$ cat src/rtl/sseg_pkg.sv
// Shared seven-segment definitions: glyph table, blank pattern, FSM states.
package sseg_pkg;

  typedef enum logic [1:0] {
    ST_IDLE  = 2'd0,
    ST_TRACK = 2'd1,
    ST_DONE  = 2'd2
  } state_e;

  // Segment patterns indexed by hex value, bits written g..a (bit0 = a).
  localparam logic [6:0] SSEG_GLYPHS [16] = '{
    7'h3F, 7'h06, 7'h5B, 7'h4F, 7'h66, 7'h6D, 7'h7D, 7'h07,
    7'h7F, 7'h6F, 7'h77, 7'h7C, 7'h39, 7'h5E, 7'h79, 7'h71
  };

  localparam logic [6:0] SSEG_BLANK = 7'h00;

  // True when the pattern matches one of the sixteen hex glyphs.
  function automatic logic glyph_legal(input logic [6:0] seg);
    logic hit;
    hit = 1'b0;
    for (int i = 0; i < 16; i++) begin
      if (SSEG_GLYPHS[i] == seg) hit = 1'b1;
    end
    return hit;
  endfunction

endpackage

$ cat src/rtl/sseg_glyph2num.sv
// Combinational reverse lookup: segment pattern (1 = on) to hex nibble.
module sseg_glyph2num
  import sseg_pkg::*;
(
  input  logic [6:0] seg,
  output logic       legal,
  output logic       blank,
  output logic [3:0] nibble
);

  // Match against the shared glyph table; nibble is 0 when nothing matches.
  always_comb begin
    legal  = glyph_legal(seg);
    blank  = (seg == SSEG_BLANK);
    nibble = 4'h0;
    for (int i = 0; i < 16; i++) begin
      if (SSEG_GLYPHS[i] == seg) nibble = 4'(i);
    end
  end

endmodule

$ cat src/rtl/sseg_capture.sv
// Samples a multiplexed seven-segment bus, filters scan ghosting and
// stores the hex value shown on each digit position.
module sseg_capture
  import sseg_pkg::*;
#(
  parameter int DIGITS = 4,
  parameter bit INV    = 1'b1,
  parameter int STABLE = 4
) (
  input  logic                  clk,
  input  logic                  rst,
  input  logic                  clk_en,
  input  logic [6:0]            sseg,
  input  logic [DIGITS-1:0]     dsel,
  output logic [4*DIGITS-1:0]   num,
  output logic [DIGITS-1:0]     num_vld,
  output logic [DIGITS-1:0]     blank,
  output logic                  frame,
  output logic                  err
);

  localparam int CW = $clog2(STABLE + 1);

  // Two-stage synchronizer, then the previous normalized sample.
  logic [6:0]          seg_s1_q, seg_s2_q, seg_p_q;
  logic [DIGITS-1:0]   dsel_s1_q, dsel_s2_q, dsel_p_q;
  logic [6:0]          seg_n;
  logic [DIGITS-1:0]   dsel_n;

  state_e              state_q, state_d;
  logic [CW-1:0]       cnt_q, cnt_d;
  logic                capture;

  logic [4*DIGITS-1:0] num_q, num_d;
  logic [DIGITS-1:0]   vld_q, vld_d, blank_q, blank_d;
  logic [DIGITS-1:0]   seen_q, seen_d, seen_set;
  logic                frame_q, frame_d, err_q, err_d;

  logic                changed, sel_one, sel_multi, prev_multi;
  logic                g_legal, g_blank;
  logic [3:0]          g_nibble;

  // Inside the block 1 always means "on".
  assign seg_n  = seg_s2_q ^ {7{INV}};
  assign dsel_n = dsel_s2_q ^ {DIGITS{INV}};

  assign changed    = ({seg_n, dsel_n} != {seg_p_q, dsel_p_q});
  assign sel_one    = $onehot(dsel_n);
  assign sel_multi  = (dsel_n != '0) && !sel_one;
  assign prev_multi = (dsel_p_q != '0) && !$onehot(dsel_p_q);

  // The tracked sample equals the current one whenever a capture fires.
  sseg_glyph2num u_glyph (
    .seg    (seg_p_q),
    .legal  (g_legal),
    .blank  (g_blank),
    .nibble (g_nibble)
  );

  // FSM state register.
  always_ff @(posedge clk) begin
    if (rst) begin
      state_q <= ST_IDLE;
      cnt_q   <= '0;
    end else if (clk_en) begin
      state_q <= state_d;
      cnt_q   <= cnt_d;
    end
  end

  // FSM next state and dwell counter; a change always restarts the dwell.
  always_comb begin
    state_d = state_q;
    cnt_d   = cnt_q;
    if (state_q == ST_IDLE || changed) begin
      if (sel_one) begin
        state_d = ST_TRACK;
        cnt_d   = CW'(1);
      end else begin
        state_d = ST_IDLE;
        cnt_d   = '0;
      end
    end else if (state_q == ST_TRACK) begin
      if (cnt_q == CW'(STABLE)) state_d = ST_DONE;
      else                      cnt_d   = cnt_q + CW'(1);
    end
  end

  // FSM output: capture once the pattern has survived the full dwell.
  always_comb begin
    capture = (state_q == ST_TRACK) && !changed && (cnt_q == CW'(STABLE));
  end

  // Capture registers, seen mask and strobe sources.
  always_comb begin
    num_d    = num_q;
    vld_d    = vld_q;
    blank_d  = blank_q;
    seen_set = seen_q | (capture ? dsel_p_q : '0);
    for (int i = 0; i < DIGITS; i++) begin
      if (capture && dsel_p_q[i]) begin
        if (g_legal) num_d[4*i +: 4] = g_nibble;
        vld_d[i]   = g_legal;
        blank_d[i] = g_blank;
      end
    end
    frame_d = capture && (&seen_set);
    seen_d  = frame_d ? '0 : seen_set;
    err_d   = (capture && !g_legal && !g_blank) || (sel_multi && !prev_multi);
  end

  // Synchronizer and datapath registers; everything holds while clk_en=0.
  always_ff @(posedge clk) begin
    if (rst) begin
      seg_s1_q  <= {7{INV}};
      seg_s2_q  <= {7{INV}};
      dsel_s1_q <= {DIGITS{INV}};
      dsel_s2_q <= {DIGITS{INV}};
      seg_p_q   <= '0;
      dsel_p_q  <= '0;
      num_q     <= '0;
      vld_q     <= '0;
      blank_q   <= '0;
      seen_q    <= '0;
      frame_q   <= 1'b0;
      err_q     <= 1'b0;
    end else if (clk_en) begin
      seg_s1_q  <= sseg;
      seg_s2_q  <= seg_s1_q;
      dsel_s1_q <= dsel;
      dsel_s2_q <= dsel_s1_q;
      seg_p_q   <= seg_n;
      dsel_p_q  <= dsel_n;
      num_q     <= num_d;
      vld_q     <= vld_d;
      blank_q   <= blank_d;
      seen_q    <= seen_d;
      frame_q   <= frame_d;
      err_q     <= err_d;
    end
  end

  // A pending strobe shows only in an enabled cycle and clears on that edge.
  assign frame   = frame_q & clk_en;
  assign err     = err_q & clk_en;
  assign num     = num_q;
  assign num_vld = vld_q;
  assign blank   = blank_q;

endmodule

$ cat config.mk
export PLATFORM = sky130hd
export DESIGN_NAME = sseg_capture
export DESIGN_NICKNAME = d
export VERILOG_FILES = /design/src/rtl/sseg_pkg.sv /design/src/rtl/sseg_glyph2num.sv /design/src/rtl/sseg_capture.sv
export SDC_FILE = /design/constraint.sdc
export NUM_CORES = 1
export LEC_CHECK = 0
export CAP_MARGIN = 25
export CORE_ASPECT_RATIO = 1.1
export CORE_MARGIN = 4
export CORE_UTILIZATION = 56
export CTS_CLUSTER_DIAMETER = 40
export DETAILED_ROUTE_END_ITERATION = 8
export PLACE_DENSITY = 0.8
export RECOVER_POWER = 50
export SLEW_MARGIN = 20
export SYNTH_ARGS = -nofsm -noshare
export SYNTH_HDL_FRONTEND = slang
export SYNTH_HIERARCHICAL = 1
export SYNTH_SLANG_ARGS = --single-unit
$ cat constraint.sdc
create_clock -name clk -period 3.15 [get_ports clk]
set_input_delay 0.315 -clock clk [delete_from_list [all_inputs] [get_ports clk]]
set_output_delay 0.315 -clock clk [all_outputs]
set_load 0.02 [all_outputs]
==> key figures <==
GRT
  – Vias in the first global route: about 2.5k
  – First-pass GRT wire length: between 10,000 and 15,000 microns
  – Largest net degree at the start of global routing: 46
  – Initial antenna violation count: 0
  – Total GRT Usage: 19.5%
  – Grt ovf: 0

Power and ir drop
  – Fraction of power consumed by sequential logic: 51.7%
  – Sw Ratio: between 20% and 30%
  – Clock power frac: 36.6%
  – Leakage: roughly 1.7 nW
  – Psw: ~0.46 mW
  – Worst VDD drop: around 360 uV
  – Final Power: 1.79 mW
  – Cell-internal power: 1.33 mW
  – Comb pwr share: a little under an eighth
  – Power per cell area: 451 nW/um^2

STA
  – Hold Fails Final Rpt: 0
  – Fin Hold WS: approximately 0.47 ns
  – Min setup slack post-route: roughly 0.6 ns
  – Clk_skew: ~0.0048 ns
  – RSZ-0062 raised after global routing: false
  – Fmax: about 400 MHz
  – Fin Setup TNS: 0 ns
  – Final min period: 2.54 ns
  – Setup-failing EPs final: 0
  – Worst slew pin tran: approximately 2 ns
  – Final Cycle Share: 80.5%
  – Final slew viol count: 46
  – Normalized max-slew margin: -32.4%

Run status
  – Status: complete, but fails checks
  – Failing checks: capacitance limit, slew limit

Routing
  – Final ANT Viol Nets: 0
  – Drt total wl: about 7000 microns
  – Starting DRC count in detailed routing: 260
  – Vias per inst: 5.70
  – DRC: 0
  – DR vias: approximately 2.8k
  – TritonRoute pass-1 iters: 4
  – Avg WL per Cell: 13.9 microns

Die
  – Ports: 40
  – Core Region: between 5000 and 6000 sq um
  – Die height: between 80 and 90 microns
  – Die Footprint: around 7400 sq um
  – Die W: between 80 and 90 microns
  – Initial core utilization: 58.3%
  – Row count: 29

Placed design
  – HPWL after DPL: between 4000 and 5000 microns
  – IO buf count: 39
  – Pre-CTS WS: around 0.67 ns
  – GP Congestion: about 0.8
  – DP Area: between 3000 and 4000 sq um
  – Placed Instances: 476

Finish
  – Share of layout cells above drive strength 1: under 10%
  – Area Growth Syn to Fin: 16.6%
  – Design area: 3970 sq um
  – Core Util, Final: between 60 and 70%
  – Fillers: about 500
  – Antenna fix cells: 0
  – Post-Layout Cell Count: 490
  – # nets final: around 430

CTS
  – Later-pin clock latency in the skew report: 0.33 ns
  – CTS Buffer Depth: 2
  – CTS clk-pin slew, worst paths: around 0.070 ns
  – CTS hold repair buffers: 0
  – Post CTS Setup Buffer Count: 0
  – Htree depth: 3
  – Num Clock Sinks: 68
  – CTS buffer count: 9
  – CTS tree: built
  – CTS root buf: clkbuf_8
  – CTS-repair resized insts: 0

Worst setup path
  – Startpoint types: register
  – Worst setup path class: register to register
  – Reg2reg start: seg_p_q[6]$_SDFFE_PP0P_
  – CP Capture Type: register
  – Worst EP arrival: roughly 2.7 ns
  – CP Data Required Time: 3.30 ns
  – Worst Setup SP: seg_p_q[6]$_SDFFE_PP0P_
  – CP max FO: 15

Logic synthesis
  – YS warnings: 6
  – Sequential share of the synthesized area: ~40%
  – Netlist Area Pre-Place: roughly 3400 sq um
  – Primary FF master, synth: dfxtp_1
  – Netlist cell types: 56
  – Syn_area_per_cell: ~9 sq um
  – Mapped Cells: 380
  – Async set-reset flop share out of synthesis: 0%
  – Flops & latches, synth: around 70
  – Syn nets: slightly above 400
  – Post-synth EDFFs: 0

Worst hold path
  – Hold Path Class: register to register
  – Worst min-delay path startpoint: num[14]$_SDFFE_PP0P_

Job
  – Max_cap viols: 1
## cells in the mapped netlist (3+ instances only)
library cell / number / area, sq um
dfxtp_1: 68 / 1360
mux2i_1: 39 / 390
nor2_1: 39 / 146
nand2_1: 36 / 135
a211oi_1: 16 / 120
a21oi_1: 15 / 75.1
nand4_1: 15 / 93.8
inv_1: 14 / 52.6
clkbuf_1: 12 / 45.0
xnor2_1: 12 / 105
and3_1: 9 / 56.3
nand3_1: 9 / 45.0
ha_1: 8 / 100
o21ai_0: 8 / 40.0
buf_2: 7 / 35.0
nor3_1: 5 / 25.0
a31oi_1: 4 / 25.0
and2_1: 4 / 25.0
nor4_1: 4 / 25.0
o32ai_1: 4 / 35.0
buf_1: 3 / 11.3
nand3b_1: 3 / 22.5
nor2b_1: 3 / 18.8
nor3b_1: 3 / 22.5
o21a_1: 3 / 22.5
## registers in the layout (all words and copies together) (netlist names)
| register | cells |
|---|---|
| frame_q | 1 |
| dsel_p_q | 4 |
| blank | 4 |
| cnt_q | 3 |
| err_q | 1 |
| dsel_s1_q | 4 |
| num | 16 |
| num_vld | 4 |
| seg_p_q | 7 |
| dsel_s2_q | 4 |
| seg_s2_q | 7 |
| state_q | 2 |
| seg_s1_q | 7 |
| seen_q | 4 |
## worst max-delay path: stages (launching register included)
cell and delay [ns]:
dfxtp_1 0.63, nand2_1 0.18, o32ai_1 0.34, nand2_1 0.13, nand4_1 0.14, and2_1 0.16
and3_1 0.16, nand4_1 0.27, mux2i_1 0.28, nor2_1 0.06
## final cells by class
| type | instances | area, sq um | share of cell area (%) |
|---|---|---|---|
| Clock inverter | 3 | 40.0 | 1.01 |
| Timing Repair Buffer | 43 | 410 | 10.3 |
| Tap cell | 77 | 96.3 | 2.43 |
| Inverter | 14 | 52.6 | 1.32 |
| Clock buffer | 11 | 131 | 3.31 |
| Sequential cell | 68 | 1360 | 34.3 |
| Multi-Input combinational cell | 274 | 1880 | 47.3 |
## power by group through the flow
stage / registers, mW / clock network, mW / logic (mW)
CTS: 0.925 / 0.673 / 0.211
detailed placement: 0.944 / 0 / 0.210
global placement: 0.943 / 0 / 0.206
finish: 0.926 / 0.656 / 0.210
floorplan: 0.925 / 0 / 0.179
global route: 0.931 / 0.716 / 0.233
## final timing paths
path | endpoint | slack, ns | depth (start not counted)
max | num[9]$_SDFFE_PP0P_ | 0.61 | 9
min reg2reg | num[14]$_SDFFE_PP0P_ | 0.47 | 2
min | num[14]$_SDFFE_PP0P_ | 0.47 | 2
max reg2reg | num[9]$_SDFFE_PP0P_ | 0.61 | 9
## logic make-up after synthesis
| logic type | synth area share (%) |
|---|---|
| buf+inv | 4.89 |
| compound gates | 13.0 |
| flops | 40.0 |
| fa+ha+maj | 4.11 |
| simple gates | 23.3 |
| mux | 11.5 |
| xor+xnor | 3.34 |
## routing by layer
layer | wire length [microns] | GRT usage (%) | vias to the layer above
li1 | - | - | 1421
met1 | 3190 | 25.9 | 1292
met2 | 3160 | 29.9 | 69
met3 | 312 | 3.80 | 12
met4 | 154 | 9.42 | 0
met5 | 0 | 0 | -
## cell usage in the layout (no fill, tap or decap), types with 9 or more instances in the layout
cell             netlist  routed
dlygate4sd3_1          0      15
dfxtp_1               68      68
nor2_1                39      39
a211oi_1              16      16
clkdlybuf4s50_1        0      23
and3_1                 9       9
inv_1                 14      14
nand2_1               36      36
clkbuf_8               0       9
xnor2_1               12      12
mux2i_1               39      39
nand3_1                9       9
a21oi_1               15      15
nand4_1               15      15
No activity file was read; power rests on OpenSTA's default activity.
